===== config.mk =====
export PLATFORM = sky130hd
export DESIGN_NAME = fc_score_accum
export DESIGN_NICKNAME = d
export VERILOG_FILES = /design/src/rtl/fc_score_accum.sv
export SDC_FILE = /design/constraint.sdc
export NUM_CORES = 2
export LEC_CHECK = 0
export ABC_AREA = 1
export CAP_MARGIN = 20
export CORE_ASPECT_RATIO = 1.2
export CORE_MARGIN = 1
export CORE_UTILIZATION = 65
export DETAILED_ROUTE_END_ITERATION = 10
export PLACE_DENSITY = 0.89
export SYNTH_ARGS = -nofsm -noshare
export SYNTH_HDL_FRONTEND = slang
export SYNTH_SLANG_ARGS = --single-unit

===== constraint.sdc =====
create_clock -name clk -period 3.2 [get_ports clk]
set_input_delay 0.64 -clock clk [delete_from_list [all_inputs] [get_ports clk]]
set_output_delay 0.64 -clock clk [all_outputs]
set_load 0.005 [all_outputs]

===== src/rtl/fc_score_accum.sv =====
// Ten-class fully-connected score accumulator: streams feature beats, accumulates
// feature*weight per class, then presents the scores. Optional bias add: FC_BIAS_EN.
module fc_score_accum #(
    parameter int N_FEAT = 1352,
    parameter int DATA_W = 8
) (
    input  logic                  clk,
    input  logic                  rst_n,
    input  logic                  clr,
    input  logic                  in_valid,
    output logic                  in_ready,
    input  logic [DATA_W-1:0]     in_feat,
    input  logic [10*DATA_W-1:0]  in_wvec,
    input  logic                  in_last,
    input  logic [159:0]          bias_vec,
    output logic [31:0]           out0,
    output logic [31:0]           out1,
    output logic [31:0]           out2,
    output logic [31:0]           out3,
    output logic [31:0]           out4,
    output logic [31:0]           out5,
    output logic [31:0]           out6,
    output logic [31:0]           out7,
    output logic [31:0]           out8,
    output logic [31:0]           out9,
    output logic                  out_valid,
    input  logic                  out_ready,
    output logic                  len_err
);

    typedef enum logic [1:0] {
        ACCUM,
        FINAL,
        DONE
    } state_t;

    state_t state;
    state_t state_nxt;

    logic [31:0] acc [10];
    logic [15:0] cnt;
    logic [16:0] cnt_inc;
    logic        beat;
    logic        at_limit;
    logic        frame_end;
    logic        handshake;

    logic signed [2*DATA_W-1:0] feat_x;
    logic signed [2*DATA_W-1:0] w_x  [10];
    logic signed [2*DATA_W-1:0] prod [10];
    logic [31:0]                term [10];

    assign in_ready  = (state == ACCUM);
    assign out_valid = (state == DONE);
    assign beat      = in_valid && in_ready && !clr;
    assign cnt_inc   = {1'b0, cnt} + 17'd1;
    assign at_limit  = (cnt_inc == 17'(N_FEAT));
    assign frame_end = beat && (in_last || at_limit);
    assign handshake = (state == DONE) && out_ready;

    // Operands are widened first so the product carries the full signed precision.
    always_comb begin
        feat_x = (2*DATA_W)'($signed(in_feat));
        for (int k = 0; k < 10; k++) begin
            w_x[k]  = (2*DATA_W)'($signed(in_wvec[k*DATA_W +: DATA_W]));
            prod[k] = feat_x * w_x[k];
            term[k] = 32'(prod[k]);
        end
    end

    always_ff @(posedge clk or negedge rst_n) begin
        if (!rst_n) begin
            state <= ACCUM;
        end else begin
            state <= state_nxt;
        end
    end

    always_comb begin
        state_nxt = state;
        if (clr) begin
            state_nxt = ACCUM;
        end else begin
            case (state)
                ACCUM:   if (frame_end) state_nxt = FINAL;
                FINAL:   state_nxt = DONE;
                DONE:    if (out_ready) state_nxt = ACCUM;
                default: state_nxt = ACCUM;
            endcase
        end
    end

    // Abort and result handoff both start a clean frame.
    always_ff @(posedge clk or negedge rst_n) begin
        if (!rst_n) begin
            for (int k = 0; k < 10; k++) acc[k] <= '0;
            cnt     <= '0;
            len_err <= 1'b0;
        end else if (clr || handshake) begin
            for (int k = 0; k < 10; k++) acc[k] <= '0;
            cnt     <= '0;
            len_err <= 1'b0;
        end else if (beat) begin
            for (int k = 0; k < 10; k++) acc[k] <= acc[k] + term[k];
            cnt <= cnt_inc[15:0];
            if (frame_end) begin
                len_err <= !(at_limit && in_last);
            end
        end
`ifdef FC_BIAS_EN
        else if (state == FINAL) begin
            for (int k = 0; k < 10; k++) begin
                acc[k] <= acc[k] + 32'($signed(bias_vec[k*16 +: 16]));
            end
        end
`endif
    end

`ifndef FC_BIAS_EN
    logic unused_bias;
    assign unused_bias = ^bias_vec;
`endif

    assign out0 = (state == DONE) ? acc[0] : '0;
    assign out1 = (state == DONE) ? acc[1] : '0;
    assign out2 = (state == DONE) ? acc[2] : '0;
    assign out3 = (state == DONE) ? acc[3] : '0;
    assign out4 = (state == DONE) ? acc[4] : '0;
    assign out5 = (state == DONE) ? acc[5] : '0;
    assign out6 = (state == DONE) ? acc[6] : '0;
    assign out7 = (state == DONE) ? acc[7] : '0;
    assign out8 = (state == DONE) ? acc[8] : '0;
    assign out9 = (state == DONE) ? acc[9] : '0;

endmodule


==> impl_metrics.ini, run 1 <==
[sta]
endpoint_type = sequential cell input
worstEndpointGrtRepair = acc[278]$_DFFE_PN0P_/D

[yosys]
syn_inst = 9298
synth_area_leaders = fa_1 (18%), dfrtp_1 (14%), inv_1 (14%)
synth_area_um2 = 60970
async_reset_ff_share_pct = 100.0
synth_seq_cells = 339
yosysSeqAreaShare_pct = 13.91
syn_area_per_cell_um2 = 6.558
synth_ff_type = dfrtp_1
synth_top_area_share_pct = 18.39
synthDistinctLibCells = 48
yosysWarnings = 0
syn_nets = 10730
synth_edf_count = 0
synth.largest_area_cell = fa_1

[die]
num_rows = 122
io_pins = 577
die_x_um = 281.6
die_h_um = 337.5
start_util_pct = 65.92

[global_routing]
grt_overflow = 378
grt_max_degree = 204
track_usage_pct = 80.39

[clocking]
root_buffer = clkbuf_16
cts_buffers = 46
h-tree-depth = 2
cts.sinks = 339
clockBufferDepth = 3

[outcome]
stop_stage = 5_1_grt
status = did not finish
tool.error = [ERROR GRT-0232] Routing congestion too high. Check the congestion heatmap in the GUI.

[placed_design]
gp_congestion = 1.035
postPlaceCellArea_um2 = 77740
hpwl_um = 176800
portBuffers = 416
dp_cells = 12000
dp_slack_ps = -3548
-- per-stage QoR --
stage	util (%)	setup TNS (ps)
detailed placement	84.04	-851020
global placement	84.04	-793820
floorplan	-	-580140
CTS	88.78	-600610
-- Yosys cell counts, types with 2 or more instances --
library cell / count
o21ai_2: 5
a31oi_1: 24
buf_2: 35
xnor2_1: 47
a21o_1: 26
clkbuf_1: 143
xor2_1: 82
o211ai_1: 18
nand3_2: 3
a21boi_0: 40
o21ai_1: 29
dfrtp_1: 339
clkinv_1: 2
o2111ai_1: 2
nor2_4: 3
nand2_2: 7
nor2_2: 2
fa_1: 560
or2_2: 20
or2_1: 4
a21oi_1: 504
o22ai_1: 138
nand3b_1: 51
o21a_1: 19
nor3_1: 64
nor2_1: 983
a31o_2: 2
nand3_1: 387
nor3b_1: 10
nor4_1: 4
ha_1: 621
o21bai_1: 45
and3_1: 4
and2_1: 28
o21ai_0: 499
nand4_1: 72
nand2_1: 2159
clkbuf_2: 69
inv_1: 2239
-- timing repair --
action                                  in CTS
pin swaps                                  182
hold buffers                                 0
resized for setup                          622
endpoints found under the setup margin     479
hold endpoints to repair                     0
setup buffers                               53
gates cloned                                 7
-- logic make-up after synthesis --
kind of cell	after synthesis	share of synthesized area (%)
AOI/OAI and AO/OA	1355	12.14
xor gates and xnor gates	130	1.880
adders and majority gates	1181	31.13
buffers and inverters	2491	15.57
DFF	339	13.91
and+or+nand+nor	3802	25.37
-- layer usage --
metal  GRT usage (%)  overflow
met2           94.92       176
met3           68.39        28
met1           79.10        21
met5           45.69         4
met4           79.52       149
==> run 2, diff against run 1 <==
Settings changed: CORE_ASPECT_RATIO 1.2 to not set, CORE_UTILIZATION 65 to 40, PLACE_DENSITY 0.89 to not set, PLACE_DENSITY_LB_ADDON set to 0.15.
==> run 2 against run 1 <==
  * The flow now finishes, with violations (negative setup slack)
  * Synthesized area is the same
  * Synthesized cell count stayed put
==> impl_metrics.ini, run 2 <==
[outcome]
status = complete, but fails checks
violations = negative setup slack

[critical_path]
arrival_ps = 6060
crit_fanout = 6
cp-start-kind = input pin
crit_slowest_cell = fa_1
crit_required_ps = 3730
crit_path_end_kind = flip-flop
cpMostUsedCell = inv_2
ff2ff_setup_slack_ps = 900
critical_path_class = input pin to flip-flop
slowest_delay_ps = 600

[cells_and_area]
mostFrequentLayoutCells = inv_1 (2007), nand2_1 (1747), buf_4 (1552)
multi_input_area_um2 = 52710
area_growth_syn_to_layout_pct = 52.90
drive_above_1_share_pct = 32.63
reg_top3 = acc: 320 flops, cnt: 16 flops, state: 2 flops
nets = 12720
finish.utilization_pct = 61.95
stdcell_area_um2 = 93230
final_common_cell = inv_1
seqCellArea_um2 = 8483
fillers = 13640
top_register = acc
largest_reg_flops = 320

[yosys]
synth_edf_count = 0
async_reset_ff_share_pct = 100.0
syn_area_per_cell_um2 = 6.558
synth_top_area_share_pct = 18.39
synth.largest_area_cell = fa_1
synth_common_cells = inv_1 (2239), nand2_1 (2159), nor2_1 (983)
synth_seq_cells = 339
yosysWarnings = 0
synth_area_leaders = fa_1 (18%), dfrtp_1 (14%), inv_1 (14%)
yosysSeqAreaShare_pct = 13.91
syn_nets = 10730
synth_area_um2 = 60970
syn_inst = 9298
synth_ff_type = dfrtp_1
synth.most_common_cell = inv_1
synthDistinctLibCells = 48

[sta]
hold_violations = 0
clock.fmax_mhz = 180.7
max_slew_margin_pct = 53.26
period_share_pct = 173.0
setup_ws_ps = -2335
tightest_slew_ps = 701.2
setup_viol = 409
tns_ps = -557900
fin_crit_ps = 5535
skew_ps = 37.38
final_max_slew_viol_count = 0
rsz0062_at_grt = true

[clocking]
cts_tree = done
clk_pin_slew_worst_paths_ps = 50
h-tree-depth = 2
clockBufferDepth = 3
cts_buffers = 54
root_buffer = clkbuf_16
clk_latency_ps = 680
cts.sinks = 339

[die]
start_util_pct = 40.52
io_pins = 577
fp.coreArea_um2 = 150500
die_h_um = 392.4
num_rows = 142
dieArea_um2 = 154000
die_x_um = 392.4

[global_routing]
grt_use_met1_pct = 40.10
busiest_layer = met2
grt_pass1_wl_um = 353800
grt_max_degree = 124
grt_util_met3_pct = 3.877
grt_pass1_vias = 65480
antenna_found_initial = 33
track_usage_pct = 28.82
grtUsageMet2_pct = 47.32
grt_overflow = 0

[drt]
route.detailed.drc = 0
ant_nets = 0
wire_per_inst_um = 17.34
vias_per_cell = 4.969
drt_wl_total_um = 231700
drt_iter0_drc = 3979
drt_pass1_iterations = 5
vias = 66400

[placed_design]
dp_slack_ps = -3596
gp_congestion = 0.9459
hpwl_um = 177000
portBuffers = 416
postPlaceCellArea_um2 = 80680

[hold_path]
min_path_type = flip-flop to flip-flop

[flow_run]
maxCapViolations = 0
## run 2: final cells by class
class	instances	area share, %
multi-input cells	6471	56.53
repair buffers	2177	20.49
flip-flops and latches	339	9.099
inverters	2242	9.093
well taps	2016	2.705
clock buffers	73	1.656
clock inverters	25	0.3583
diodes	18	0.04831
repair inverters	2	0.01610
## run 2: path summary, 6_finish.rpt
check | cells past startpoint | to | startpoint
max | 33 | acc[213] | in_feat[7]
min | 2 | acc[319] | acc[319]
max reg2reg | 11 | acc[62] | acc[32]
min reg2reg | 2 | acc[319] | acc[319]
max in group asynchronous | 3 | acc[168] | rst_n
min in group asynchronous | 2 | acc[282] | rst_n
## run 2: metal layers
layer	vias to the layer above	part of all wire, %
met4	16	2.4
met5	-	0.065
met3	302	5.6
met1	32040	45
li1	32570	-
met2	1469	47
## run 2: what timing repair did
item | in CTS | in global routing
gates cloned | 17 | 6
resized for setup | 793 | 1541
pin swaps | 258 | 684
endpoints found under the hold margin | 33 | 0
hold buffers | 1 | 0
setup buffers | 102 | 131
endpoints found under the setup margin | 436 | 558
## run 2: critical path, delay by kind of cell
family,cells,cell delay [ps]
AO/OA/AOI/OAI,4,500
buffers and inverters,12,1320
adder cells (fa/ha/maj),6,2680
AND/OR/NAND/NOR,11,890
## run 2: cell families after synthesis
group	Yosys count	synth area share, %
AND/OR/NAND/NOR	3802	25.37
buffers and inverters	2491	15.57
AO/OA/AOI/OAI	1355	12.14
adder cells (fa/ha/maj)	1181	31.13
flip-flops	339	13.91
XOR/XNOR	130	1.880
## run 2: stage by stage
stage / cells / hold WS, ps
floorplan: 9298 / 344.4
global placement: 13000 / 490.5
detailed placement: 13000 / 493.4
CTS: 13210 / 511.2
global route: 13350 / 544.9
finish: 13360 / 511.5
Power of run 2 is not shown: default switching activity piles up to over one toggle a cycle in this logic, so the estimate is an artifact.
